$ cat config.mk
export PLATFORM = sky130hd
export DESIGN_NAME = multiplier_flat
export DESIGN_NICKNAME = d
export VERILOG_FILES = /design/src/rtl/multiplier_if.sv /design/src/rtl/multiplier.sv /design/src/flat_wrapper.sv
export SDC_FILE = /design/constraint.sdc
export NUM_CORES = 1
export LEC_CHECK = 0
export CAP_MARGIN = 20
export CELL_PAD_IN_SITES_DETAIL_PLACEMENT = 0
export CELL_PAD_IN_SITES_GLOBAL_PLACEMENT = 1
export CORE_ASPECT_RATIO = 1.25
export CORE_UTILIZATION = 38
export DETAILED_ROUTE_END_ITERATION = 10
export PLACE_DENSITY = 0.78
export RECOVER_POWER = 50
export SYNTH_ARGS = -nofsm -noshare
export SYNTH_HDL_FRONTEND = slang
export SYNTH_SLANG_ARGS = --single-unit
$ cat constraint.sdc
create_clock -name clk -period 3.54 [get_ports clk]
set_input_delay 0.708 -clock clk [delete_from_list [all_inputs] [get_ports clk]]
set_output_delay 0.708 -clock clk [all_outputs]
set_load 0.005 [all_outputs]
$ cat src/rtl/multiplier_if.sv
// Request/response handshake bundle for the iterative multiplier.
// The master issues operands and accepts products; the slave is the multiplier.
interface multiplier_if #(
  parameter int WIDTH = 32
);
  logic [WIDTH-1:0]   req_msg_a;
  logic [WIDTH-1:0]   req_msg_b;
  logic               req_val;
  logic               req_rdy;
  logic [2*WIDTH-1:0] resp_msg;
  logic               resp_val;
  logic               resp_rdy;

  modport master (
    output req_msg_a, req_msg_b, req_val, resp_rdy,
    input  req_rdy, resp_msg, resp_val
  );

  modport slave (
    input  req_msg_a, req_msg_b, req_val, resp_rdy,
    output req_rdy, resp_msg, resp_val
  );
endinterface

$ cat src/rtl/multiplier.sv
// Radix-2 shift-and-add unsigned multiplier, one operand bit per cycle.
// A request is accepted in IDLE, iterated WIDTH times in CALC, and held in DONE until consumed.
module multiplier #(
  parameter int WIDTH = 32
) (
  input  logic        clk,
  input  logic        rst,
  multiplier_if.slave bus
);
  localparam int CW = $clog2(WIDTH + 1);

  typedef enum logic [1:0] {
    IDLE,
    CALC,
    DONE
  } state_e;

  state_e             state_q;
  logic [2*WIDTH-1:0] aReg_q;
  logic [2*WIDTH-1:0] acc_q;
  logic [2*WIDTH-1:0] accSum_d;
  logic [WIDTH-1:0]   bReg_q;
  logic [CW-1:0]      cnt_q;
  logic               reqRdy_q;
  logic               respVal_q;

  assign accSum_d = bReg_q[0] ? (acc_q + aReg_q) : acc_q;

  // Handshake outputs are registered alongside the state, so neither ready nor
  // valid has a combinational path from the opposite side of the interface.
  always_ff @(posedge clk) begin
    if (rst) begin
      state_q   <= IDLE;
      aReg_q    <= '0;
      bReg_q    <= '0;
      acc_q     <= '0;
      cnt_q     <= '0;
      reqRdy_q  <= 1'b1;
      respVal_q <= 1'b0;
    end else begin
      case (state_q)
        IDLE: begin
          if (bus.req_val && reqRdy_q) begin
            aReg_q   <= {{WIDTH{1'b0}}, bus.req_msg_a};
            bReg_q   <= bus.req_msg_b;
            acc_q    <= '0;
            cnt_q    <= '0;
            reqRdy_q <= 1'b0;
            state_q  <= CALC;
          end
        end
        CALC: begin
          acc_q  <= accSum_d;
          aReg_q <= aReg_q << 1;
          bReg_q <= bReg_q >> 1;
          cnt_q  <= cnt_q + CW'(1);
          if (cnt_q == CW'(WIDTH - 1)) begin
            respVal_q <= 1'b1;
            state_q   <= DONE;
          end
        end
        DONE: begin
          if (bus.resp_rdy) begin
            respVal_q <= 1'b0;
            reqRdy_q  <= 1'b1;
            state_q   <= IDLE;
          end
        end
        default: begin
          respVal_q <= 1'b0;
          reqRdy_q  <= 1'b1;
          state_q   <= IDLE;
        end
      endcase
    end
  end

  assign bus.req_rdy  = reqRdy_q;
  assign bus.resp_val = respVal_q;
  assign bus.resp_msg = acc_q;
endmodule

$ cat src/flat_wrapper.sv
// flat-port wrapper written by rule: the top's interface ports become plain ports
module multiplier_flat 
#(
  parameter int WIDTH = 32
)
  (clk, rst, bus_req_msg_a, bus_req_msg_b, bus_req_val, bus_resp_rdy, bus_req_rdy, bus_resp_msg, bus_resp_val);
  multiplier_if #(.WIDTH(WIDTH)) bus_i ();
  input  logic clk;
  input  logic rst;
  input wire logic [$bits(bus_i.req_msg_a)-1:0] bus_req_msg_a;
  input wire logic [$bits(bus_i.req_msg_b)-1:0] bus_req_msg_b;
  input wire logic [$bits(bus_i.req_val)-1:0] bus_req_val;
  input wire logic [$bits(bus_i.resp_rdy)-1:0] bus_resp_rdy;
  output wire logic [$bits(bus_i.req_rdy)-1:0] bus_req_rdy;
  output wire logic [$bits(bus_i.resp_msg)-1:0] bus_resp_msg;
  output wire logic [$bits(bus_i.resp_val)-1:0] bus_resp_val;
  assign bus_i.req_msg_a = bus_req_msg_a;
  assign bus_i.req_msg_b = bus_req_msg_b;
  assign bus_i.req_val = bus_req_val;
  assign bus_i.resp_rdy = bus_resp_rdy;
  assign bus_req_rdy = bus_i.req_rdy;
  assign bus_resp_msg = bus_i.resp_msg;
  assign bus_resp_val = bus_i.resp_val;
  multiplier #(.WIDTH(WIDTH)) u_core (.clk(clk), .rst(rst), .bus(bus_i));
endmodule
# [Word-level counts from Yosys, hierarchy flattened]
# Index checks and enable logic that the tools add are counted.
[op_classes] addsub=2 n_eq_ne=7 muxes=19 n_bitwise=2 reduce_logical=8
[ops] cell="case mux 64 bit (2 select lines)" count=2
[ops] cell="2-to-1 mux 64 bit" count=3
[ops] cell="adder 64 bit" count=1
[ops] cell="case mux 32 bit (2 select lines)" count=1
[ops] cell="2-to-1 mux 32 bit" count=1
[ops] cell="case mux 6 bit (2 select lines)" count=1
[ops] cell="AND reduction 3 bit" count=4
[ops] cell="adder 6 x 1 -> 6 bit (second input constant)" count=1
[ops] cell="== test 6 x 5 -> 1 bit (second input constant)" count=1
[ops] cell="2-to-1 mux 2 bit" count=3
[ops] cell="2-to-1 mux 6 bit" count=1
[ops] cell="inequality test 2 x 1 -> 1 bit (second input constant)" count=3
[ops] cell="case mux 1 bit (3 select lines)" count=2
[ops] cell="case mux 2 bit (3 select lines)" count=1
[ops] cell="2-to-1 mux 1 bit" count=4
[ops] cell="== test 2 x 1 -> 1 bit (second input constant)" count=1
[ops] cell="== test 2 bit (second input constant)" count=1
[ops] cell="logical NOT 2 bit" count=1
[ops] cell="inequality test 2 bit (second input constant)" count=1
[ops] cell="inverter 1 bit" count=2
[ops] cell="AND reduction 2 bit" count=1
[ops] cell="nonzero test 2 bit" count=1
[ops] cell="logical AND 1 bit" count=1
[word_totals] reg_bits=170 in_bits=68 output_inout_bits=66 wordCells=45

# [Longest topological paths before layout]
# Gate-level depths: netlist of the first run.
[logic_depth] ltp_word=3 depth_mapped=13 ltp_nobuf=13

# [Worst setup path after synthesis of the first run]
# Ideal clock, no wire load.
[synth_timing] path_kind="register to register" startpoint="reg u_core.acc_q[0] (netlist: u_core.bus.resp_msg[0])" endpoint="reg u_core.acc_q[42] (netlist: u_core.bus.resp_msg[42])" setup_ps=117 t_arrival_ps=2945 t_required_ps=3423 path_slack_ps=477 stages_incl_launch_ff=14 path_buffers=0 period_less_slack_ps=3063 cell_sequence="dfxtp_1 > ha_1 > inv_1 > fa_1 > nor2b_4 > o211ai_1 > a21oi_1 > a2111oi_4 > nor3_1 > or4b_4 > a21oi_2 > nor2_1 > or3_1 > a32o_1"
[synth_between] elab_chain_len=3
[synth_rtl] item="start, declared" line="multiplier.sv:20" rtl="logic [2*WIDTH-1:0] acc_q;"
[synth_rtl] item="start signal, assigned" line="multiplier.sv:53" rtl="acc_q <= accSum_d;"
[synth_rtl] item="adder 64 bit" line="multiplier.sv:27" rtl="assign accSum_d = bReg_q[0] ? (acc_q + aReg_q) : acc_q;"
[synth_rtl] item="2-to-1 mux 64 bit" line="multiplier.sv:27"
[synth_rtl] item="case mux 64 bit (2 select lines)" line="multiplier.sv:41" rtl="case (state_q)"
# Every way passes these cells. The select of a mux whose other input is x is not followed.
# A chain may end at the register's enable or synchronous reset.

# [Worst setup path after layout of the first run]
# Ends and elaborated chain as after synthesis.

==> metrics.md, run 1 <==
| Metric | Value |
|---|---|
| Peak supply drop | approximately 400 µV |
| Yosys top cell area share | about a third |
| Clock power frac | around 36% |
| Largest net degree at the start of global routing | 88 |
| Finished Layout Cells | 1711 |
| FFs w/ async S/R, synth | 0% |
| CP cell instances | ha_1 -> inv_1 -> fa_1 -> nor2b_4 -> o211ai_1 -> a21oi_1 -> a2111oi_4 -> nor3_1 -> or4b_4 -> a21oi_2 -> nor2_1 -> or3_1 -> a32o_1 |
| FF-to-FF setup slack | roughly 0.18 ns |
| CTS H-Tree Depth | 4 |
| Internal | around 3.6 mW |
| LEAKAGE | approximately 5.0 nW |
| Worst r2r src | u_core.bus.resp_msg[0] |
| Worst-Margin Slew | 1.60 ns |
| Crit. End Element | flip-flop |
| Pins Over Slew Limit | approximately 130 |
| Pre-CTS WS | about 0.21 ns |
| Skew-Pair Late Insertion Delay | about 0.45 ns |
| P per Cell Area | ~440 nW/µm² |
| GP Congestion | between 0.8 and 0.9 |
| Period Utilization, post-route | between 90 and 100% |
| Largest stage delay, worst path | about 0.54 ns |
| Flop pwr share | 41.6% |
| Synthesis-to-finish area growth | 22.7% |
| Chip Width | between 100 and 150 µm |
| Antenna cells | 0 |
| Clock root cell | clkbuf_16 |
| Clock Pin Slew Worst Setup and Hold Paths | ~0.080 ns |
| Worst slew margin | -6.78% |
| GR met3 Demand/Resource | roughly 4.6% |
| Final setup fails | 0 |
| Routed Antenna Nets | 0 |
| Most used DFF post-synth | dfxtp_1 |
| Minimum clock period | around 3.4 ns |
| First-pass DRT Iterations | 4 |
| Core Footprint | between 20000 and 30000 µm² |
| Global Route Usage Sum | 21.7% |
| Initial core utilization | about two fifths |
| Share of layout cells above drive strength 1 | under 10% |
| Initial antenna violation count | 0 |
| Die area | about 27000 µm² |
| Critical path peak fanout | 4 |
| Failing checks | capacitance limit, slew limit |
| MaxCap Viol Count | 2 |
| Sequential share of the synthesized area | about a third |
| Top post-synthesis cells by area | dfxtp_1, ha_1, nand2_1, nor2_1, a311oi_1 |
| Reg2reg end | u_core.bus.resp_msg[42] |
| Filler cell count | approximately 2600 |
| Req. time, crit path | roughly 3.9 ns |
| Worst Setup SP | u_core.bus.resp_msg[0] |
| Kind of critical path | flip-flop to flip-flop |
| Most Crowded Layer GR | met2 |
| First-pass GRT wire length | 46.1 mm |
| Max stage delay cell, worst path | or4b_4 |
| Post-synth EDFFs | 0 |
| Residual DRC | 0 |
| Via Count | a little over 9000 |
| Net Sw Power | 1.75 mW |
| Combinational share of power | a little under a quarter |
| Net Count, Synth | roughly 1400 |
| Largest area contributor in the netlist | dfxtp_1 |
| Global route overflow | 0 |
| CTS buffer count | 17 |
| Post-CTS Hold Fix Bufs | 0 |
| Inst Count DP | between 1500 and 2000 |
| Setup ws final | 0.184 ns |
| Post-route cell area | roughly 12000 µm² |
| Nets | around 1500 |
| Yosys warnings | 0 |
| Total power | 5.36 mW |
| Setup crit end | u_core.bus.resp_msg[42] |
| Fmax | between 0.2 and 0.3 GHz |
| CTS tree | built |
| RSZ-0062 raised after global routing | false |
| Rows | 65 |
| Worst Setup Start Kind | flip-flop |
| Grt met2 use | around 38% |
| DR WL/cell | 16.7 µm |
| 1st-iter DRT viols | about 500 |
| Worst hold path type | flip-flop to flip-flop |
| Routed WL | 28.5 mm |
| Switching share of power | between 30% and 40% |
| Syn_area_per_cell | 7.75 µm² |
| Clk buf depth | 2 |
| Vias in the first global route | ~9000 |
| Die height | roughly 180 µm |
| R2R depth | 13 |
| I/O pin count | 134 |
| Synthesized cell area | 9880 µm² |
| Post-synthesis register bit count | 170 |
| Detailed Place HPWL | about 21 mm |
| TNS Setup | 0 ns |
| Clk sinks | 170 |
| Fin Clk Skew | about 0.011 ns |
| Met1 Resource Use GR | between 20% and 30% |
| Via density | approximately 5.4 |
| Outcome | complete, but fails checks |
| Critical path arrival | ~3.7 ns |
| Final hold viol count | 0 |
| Cell count after synthesis | 1275 |
| Port buffer count | about 130 |
| Dpl cell area | 11600 µm² |
| Post-synthesis cell type count | 63 |
-- critical path, delay by kind of cell (launching register included) --
| kind | cells | cell delay, ns |
|---|---|---|
| and+or+nand+nor | 5 | 1.07 |
| adders and majority gates | 2 | 0.45 |
| AOI/OAI and AO/OA | 5 | 1.33 |
| buffers and inverters | 1 | 0.08 |
| DFF | 1 | 0.33 |
-- repair_timing --
| item | in CTS | in global routing |
|---|---|---|
| endpoints found under the setup margin | 0 | 4 |
| setup buffers | 0 | 0 |
| resized for setup | 0 | 2 |
-- state kept, by name (all words and copies together), names as in the netlist --
register	flops
u_core.bReg_q	32
u_core.state_q	2
u_core.bus.resp_msg	64
u_core.aReg_q	64
u_core.cnt_q	6
u_core.bus.resp_val	1
u_core.bus.req_rdy	1
-- layout make-up --
class / instances / area [µm²] / area share, %
tap: 335 / 419 / 3.46
clock buffer: 18 / 429 / 3.54
sequential: 170 / 3400 / 28.1
timing repair buffer: 166 / 1570 / 12.9
clock inverter: 13 / 155 / 1.28
multi-input combinational: 993 / 6090 / 50.2
inverter: 16 / 60.1 / 0.495
-- cells in the final DEF, fill, tap and decap left out, types with 15 or more instances in the layout --
cell type | synthesis | routed
nand2_1 | 202 | 202
dfxtp_1 | 170 | 170
nor2_1 | 171 | 169
a21oi_1 | 89 | 88
o21ai_0 | 72 | 72
dlygate4sd3_1 | 0 | 67
clkdlybuf4s50_1 | 0 | 65
ha_1 | 64 | 64
a311oi_1 | 63 | 63
a22oi_1 | 59 | 59
a21o_1 | 36 | 36
xor2_1 | 31 | 31
buf_4 | 0 | 31
xnor2_1 | 29 | 29
nand4_1 | 21 | 21
nor3_1 | 19 | 18
clkbuf_16 | 0 | 17
inv_1 | 16 | 16
nand3_1 | 15 | 15
-- power by group through the flow --
stage	Combinational (mW)	Clock, mW	Sequential [mW]
after floorplan	0.862	0	2.23
after CTS	1.24	1.95	2.23
after global placement	1.22	0	2.27
after detailed placement	1.23	0	2.27
after global routing	1.37	2.03	2.26
final	1.22	1.91	2.23
-- layer usage --
layer,vias up,share of wire [%]
li1,4762,-
met1,4321,44
met2,180,50
met3,31,4.2
met4,0,1.6
met5,-,0
-- synth_stat cells, types with 3 or more instances --
cell type  number
nand4_1        21
nor4b_1         3
a311oi_1       63
o211ai_1        7
nor3_1         19
nor3b_1         5
xnor2_1        29
nand3_1        15
a21o_1         36
xor2_1         31
or2_2           3
ha_1           64
a221oi_1        3
buf_1          12
a22oi_1        59
and4_1          4
a31oi_1         7
a211oi_1        9
nand2b_1        5
o21ai_0        72
a21oi_1        89
nor4_1          3
nand2_1       202
o21a_1          4
nor2b_1        12
o21bai_1       11
nor2_1        171
or3_1           5
clkbuf_1       82
inv_1          16
a22o_1          3
dfxtp_1       170
-- cell families after synthesis --
logic type	after synthesis	share of synthesized area [%]
and+or+nand+nor	478	20.9
DFF	170	34.4
xor gates and xnor gates	60	5.32
AOI/OAI and AO/OA	389	26.7
adders and majority gates	65	8.30
buffers and inverters	112	4.28
muxes	1	0.101
-- per-stage QoR --
step	utilization, %	hold slack (ns)
after global placement	45.5	0.460
after global routing	47.8	0.499
final	47.8	0.472
after floorplan	-	0.455
after detailed placement	45.5	0.468
after CTS	47.8	0.479
-- worst min path at each step --
stage / startpoint / end / slack, ns / cells after the start
global route: u_core.bReg_q[5] / u_core.bReg_q[4] / 0.50 / 2
floorplan: u_core.bReg_q[1] / u_core.bReg_q[0] / 0.46 / 2
CTS: u_core.bReg_q[10] / u_core.bReg_q[9] / 0.48 / 2
detailed placement: u_core.bReg_q[4] / u_core.bReg_q[3] / 0.47 / 2
global placement: u_core.bReg_q[10] / u_core.bReg_q[9] / 0.46 / 2
finish: u_core.bReg_q[10] / u_core.bReg_q[9] / 0.47 / 2
No activity file was read; power rests on OpenSTA's default activity.
==> inputs of run 2 (changes only) <==
--- a/constraint.sdc
+++ b/constraint.sdc
@@ -3,2 +3,2 @@
 set_output_delay 0.708 -clock clk [all_outputs]
-set_load 0.005 [all_outputs]
+set_load 0.1 [all_outputs]
==> metrics.md, run 2 (same netlist as run 1, synthesis figures left out) <==
| Metric | Value |
|---|---|
| CP cell instances | ha_1 -> inv_1 -> fa_1 -> nor2b_4 -> o211ai_1 -> a21oi_1 -> a2111oi_4 -> nor3_1 -> or4b_4 -> a21oi_2 -> nor2_1 -> or3_1 -> a32o_1 |
| Share of layout cells above drive strength 1 | 6.55% (+0.73 points) |
| Routed WL | 28.2 mm (-1.2%) |
| Chip Width | 146 µm (unchanged) |
| MaxCap Viol Count | 1 (-1) |
| Period Utilization, post-route | 95.0% (+0.23 points) |
| Antenna cells | 0 (unchanged) |
| Req. time, crit path | 3.86 ns (-0.02 ns) |
| Global route overflow | 0 (unchanged) |
| Switching share of power | 35.6% (+2.9 points) |
| Peak supply drop | 246 µV (-38%) |
| Via density | 5.50 (+1.3%) |
| GP Congestion | 0.868 (-1.1%) |
| Internal | 3.50 mW (-3.0%) |
| Worst slew margin | -20.9% (-14 points) |
| CTS tree | built |
| Final setup fails | 0 (unchanged) |
| Most Crowded Layer GR | met2 |
| Fmax | 0.297 GHz (-0.24%) |
| P per Cell Area | 457 nW/µm² (+3.4%) |
| Outcome | complete, but fails checks |
| Die height | 182 µm (unchanged) |
| Via Count | 9413 (+1.3%) |
| Critical path's top delay family | compound AO/OA/AOI/OAI gates |
| Routed Antenna Nets | 0 (unchanged) |
| Minimum clock period | 3.36 ns (+0.00798 ns) |
| Buf/Inv on CP | 1 (unchanged) |
| Clock Pin Slew Worst Setup and Hold Paths | 0.07 ns (about the same) |
| Final hold viol count | 0 (unchanged) |
| Met1 Resource Use GR | 26.1% (-0.10 points) |
| Post CTS Setup Buffer Count | 0 (unchanged) |
| Detailed Place HPWL | 21.1 mm (-0.46%) |
| Vias in the first global route | 8989 (+2.0%) |
| Worst Setup Start Kind | flip-flop |
| Post-CTS Hold Fix Bufs | 0 (unchanged) |
| CTS resizes | 0 (unchanged) |
| Clk sinks | 170 (unchanged) |
| First-pass DRT Iterations | 5 (+1) |
| Pins Over Slew Limit | 41 (-69%) |
| Clk buf depth | 2 (unchanged) |
| Worst hold path type | flip-flop to flip-flop |
| Grt met2 use | 37.8% (-0.67 points) |
| 1st-iter DRT viols | 386 (-24%) |
| Core Footprint | 25400 µm² (unchanged) |
| LEAKAGE | 4.65 nW (-6.3%) |
| Initial core utilization | 38.9% (unchanged) |
| CTS H-Tree Depth | 4 (unchanged) |
| Largest stage delay, worst path | 0.54 ns (about the same) |
| GR met3 Demand/Resource | 4.05% (-0.55 points) |
| Global Route Usage Sum | 21.3% (-0.38 points) |
| Clock root cell | clkbuf_16 |
| Most frequent cells in the layout | nand2_1, nor2_1, dfxtp_1 |
| Rows | 65 (unchanged) |
| Kind of critical path | flip-flop to flip-flop |
| Nets | 1495 (-0.13%) |
| Clock power frac | 35.3% (-0.4 points) |
| Commonest non-fill, non-tap cell in the layout | nand2_1 |
| First-pass GRT wire length | 46.1 mm (about the same) |
| Combinational share of power | 23.7% (+1.0 points) |
| Skew-Pair Late Insertion Delay | 0.44 ns (about the same) |
| Port buffer count | 133 (unchanged) |
| Critical path arrival | 3.68 ns (-0.02 ns) |
| Residual DRC | 0 (unchanged) |
| Die area | 26700 µm² (unchanged) |
| Worst-Margin Slew | 1.81 ns (+0.212 ns) |
| Flop pwr share | 41.0% (-0.6 points) |
| Initial antenna violation count | 0 (unchanged) |
| Crit. End Element | flip-flop |
| Largest net degree at the start of global routing | 72 (-18%) |
| RSZ-0062 raised after global routing | false |
| Synthesis-to-finish area growth | 20.3% |
| Fin Clk Skew | 0.0190 ns (+0.00778 ns) |
| I/O pin count | 134 (unchanged) |
| TNS Setup | 0 ns (unchanged) |
| Max stage delay cell, worst path | or4b_4 |
| DR WL/cell | 16.5 µm (-1.2%) |
| CTS buffer count | 17 (unchanged) |
| Failing checks | capacitance limit, slew limit |
| Critical path peak fanout | 4 (unchanged) |
| Hold slack | 0.473 ns (+0.00113 ns) |
| Net Sw Power | 1.93 mW (+10%) |
run 2: cell count changes in the layout (fill, tap and decap cells not counted), sizes merged:
cell | previous run | this run
buf | 31 | 28
dlygate4sd3 | 67 | 1
clkdlybuf4s50 | 65 | 90
bufinv | 2 | 0
clkbuf | 21 | 62
clkinv | 2 | 5
inv | 23 | 26
clkinvlp | 2 | 0
run 2: power by group through the flow:
stage / sequential, mW / combinational, mW / clock, mW
after floorplan: 2.33 / 0.862 / 0
after global placement: 2.27 / 1.31 / 0
after detailed placement: 2.27 / 1.32 / 0
after CTS: 2.23 / 1.32 / 1.96
after global routing: 2.25 / 1.45 / 2.04
final: 2.23 / 1.29 / 1.92
run 2: worst paths after layout:
| check | startpoint | endpoint | slack, ns | cells after the start |
|---|---|---|---|---|
| setup / recovery | u_core.bus.resp_msg[0] | u_core.bus.resp_msg[42] | 0.18 | 13 |
| hold / removal | u_core.bus.resp_msg[17] | u_core.bus.resp_msg[17] | 0.47 | 2 |
| setup reg to reg | u_core.bus.resp_msg[0] | u_core.bus.resp_msg[42] | 0.18 | 13 |
| hold reg to reg | u_core.bus.resp_msg[17] | u_core.bus.resp_msg[17] | 0.47 | 2 |
run 2: per-stage QoR:
step | instance area [µm²] | std cells | total power [mW] | worst slack, ns | utilization, %
5_1_grt | 11900 | 1710 | 5.74 | 0.00172 | 46.9
6_report | 11900 | 1710 | 5.43 | 0.176 | 46.9
4_1_cts | 12100 | 1710 | 5.51 | 0.165 | 47.5
3_3_place_gp | 11400 | 1678 | 3.58 | 0.262 | 45.1
3_5_place_dp | 11400 | 1678 | 3.59 | 0.207 | 45.1
2_1_floorplan | 9900 | 1275 | 3.19 | -0.0769 | -
run 2: routing by layer:
layer  wire length, µm  vias up  part of all wire [%]
li1                  -     4768                     -
met1             12500     4407                    45
met2             14000      211                    50
met3              1160       27                   4.1
met4               438        0                   1.6
met5                 0        -                     0
run 2: cell type report:
type                       instances  area (µm²)
fill                            2646       13500
multi-input combinational        993        6090
sequential                       170        3420
timing repair buffer             164        1290
clock buffer                      17         425
tap                              335         419
clock inverter                    15         184
inverter                          16        60.1
run 2: tightest hold or removal path: cells and delay by family (launching register included):
kind             cells  cell delay (ns)
AO/OA/AOI/OAI        1             0.06
flip-flops           1             0.34
AND/OR/NAND/NOR      1             0.04
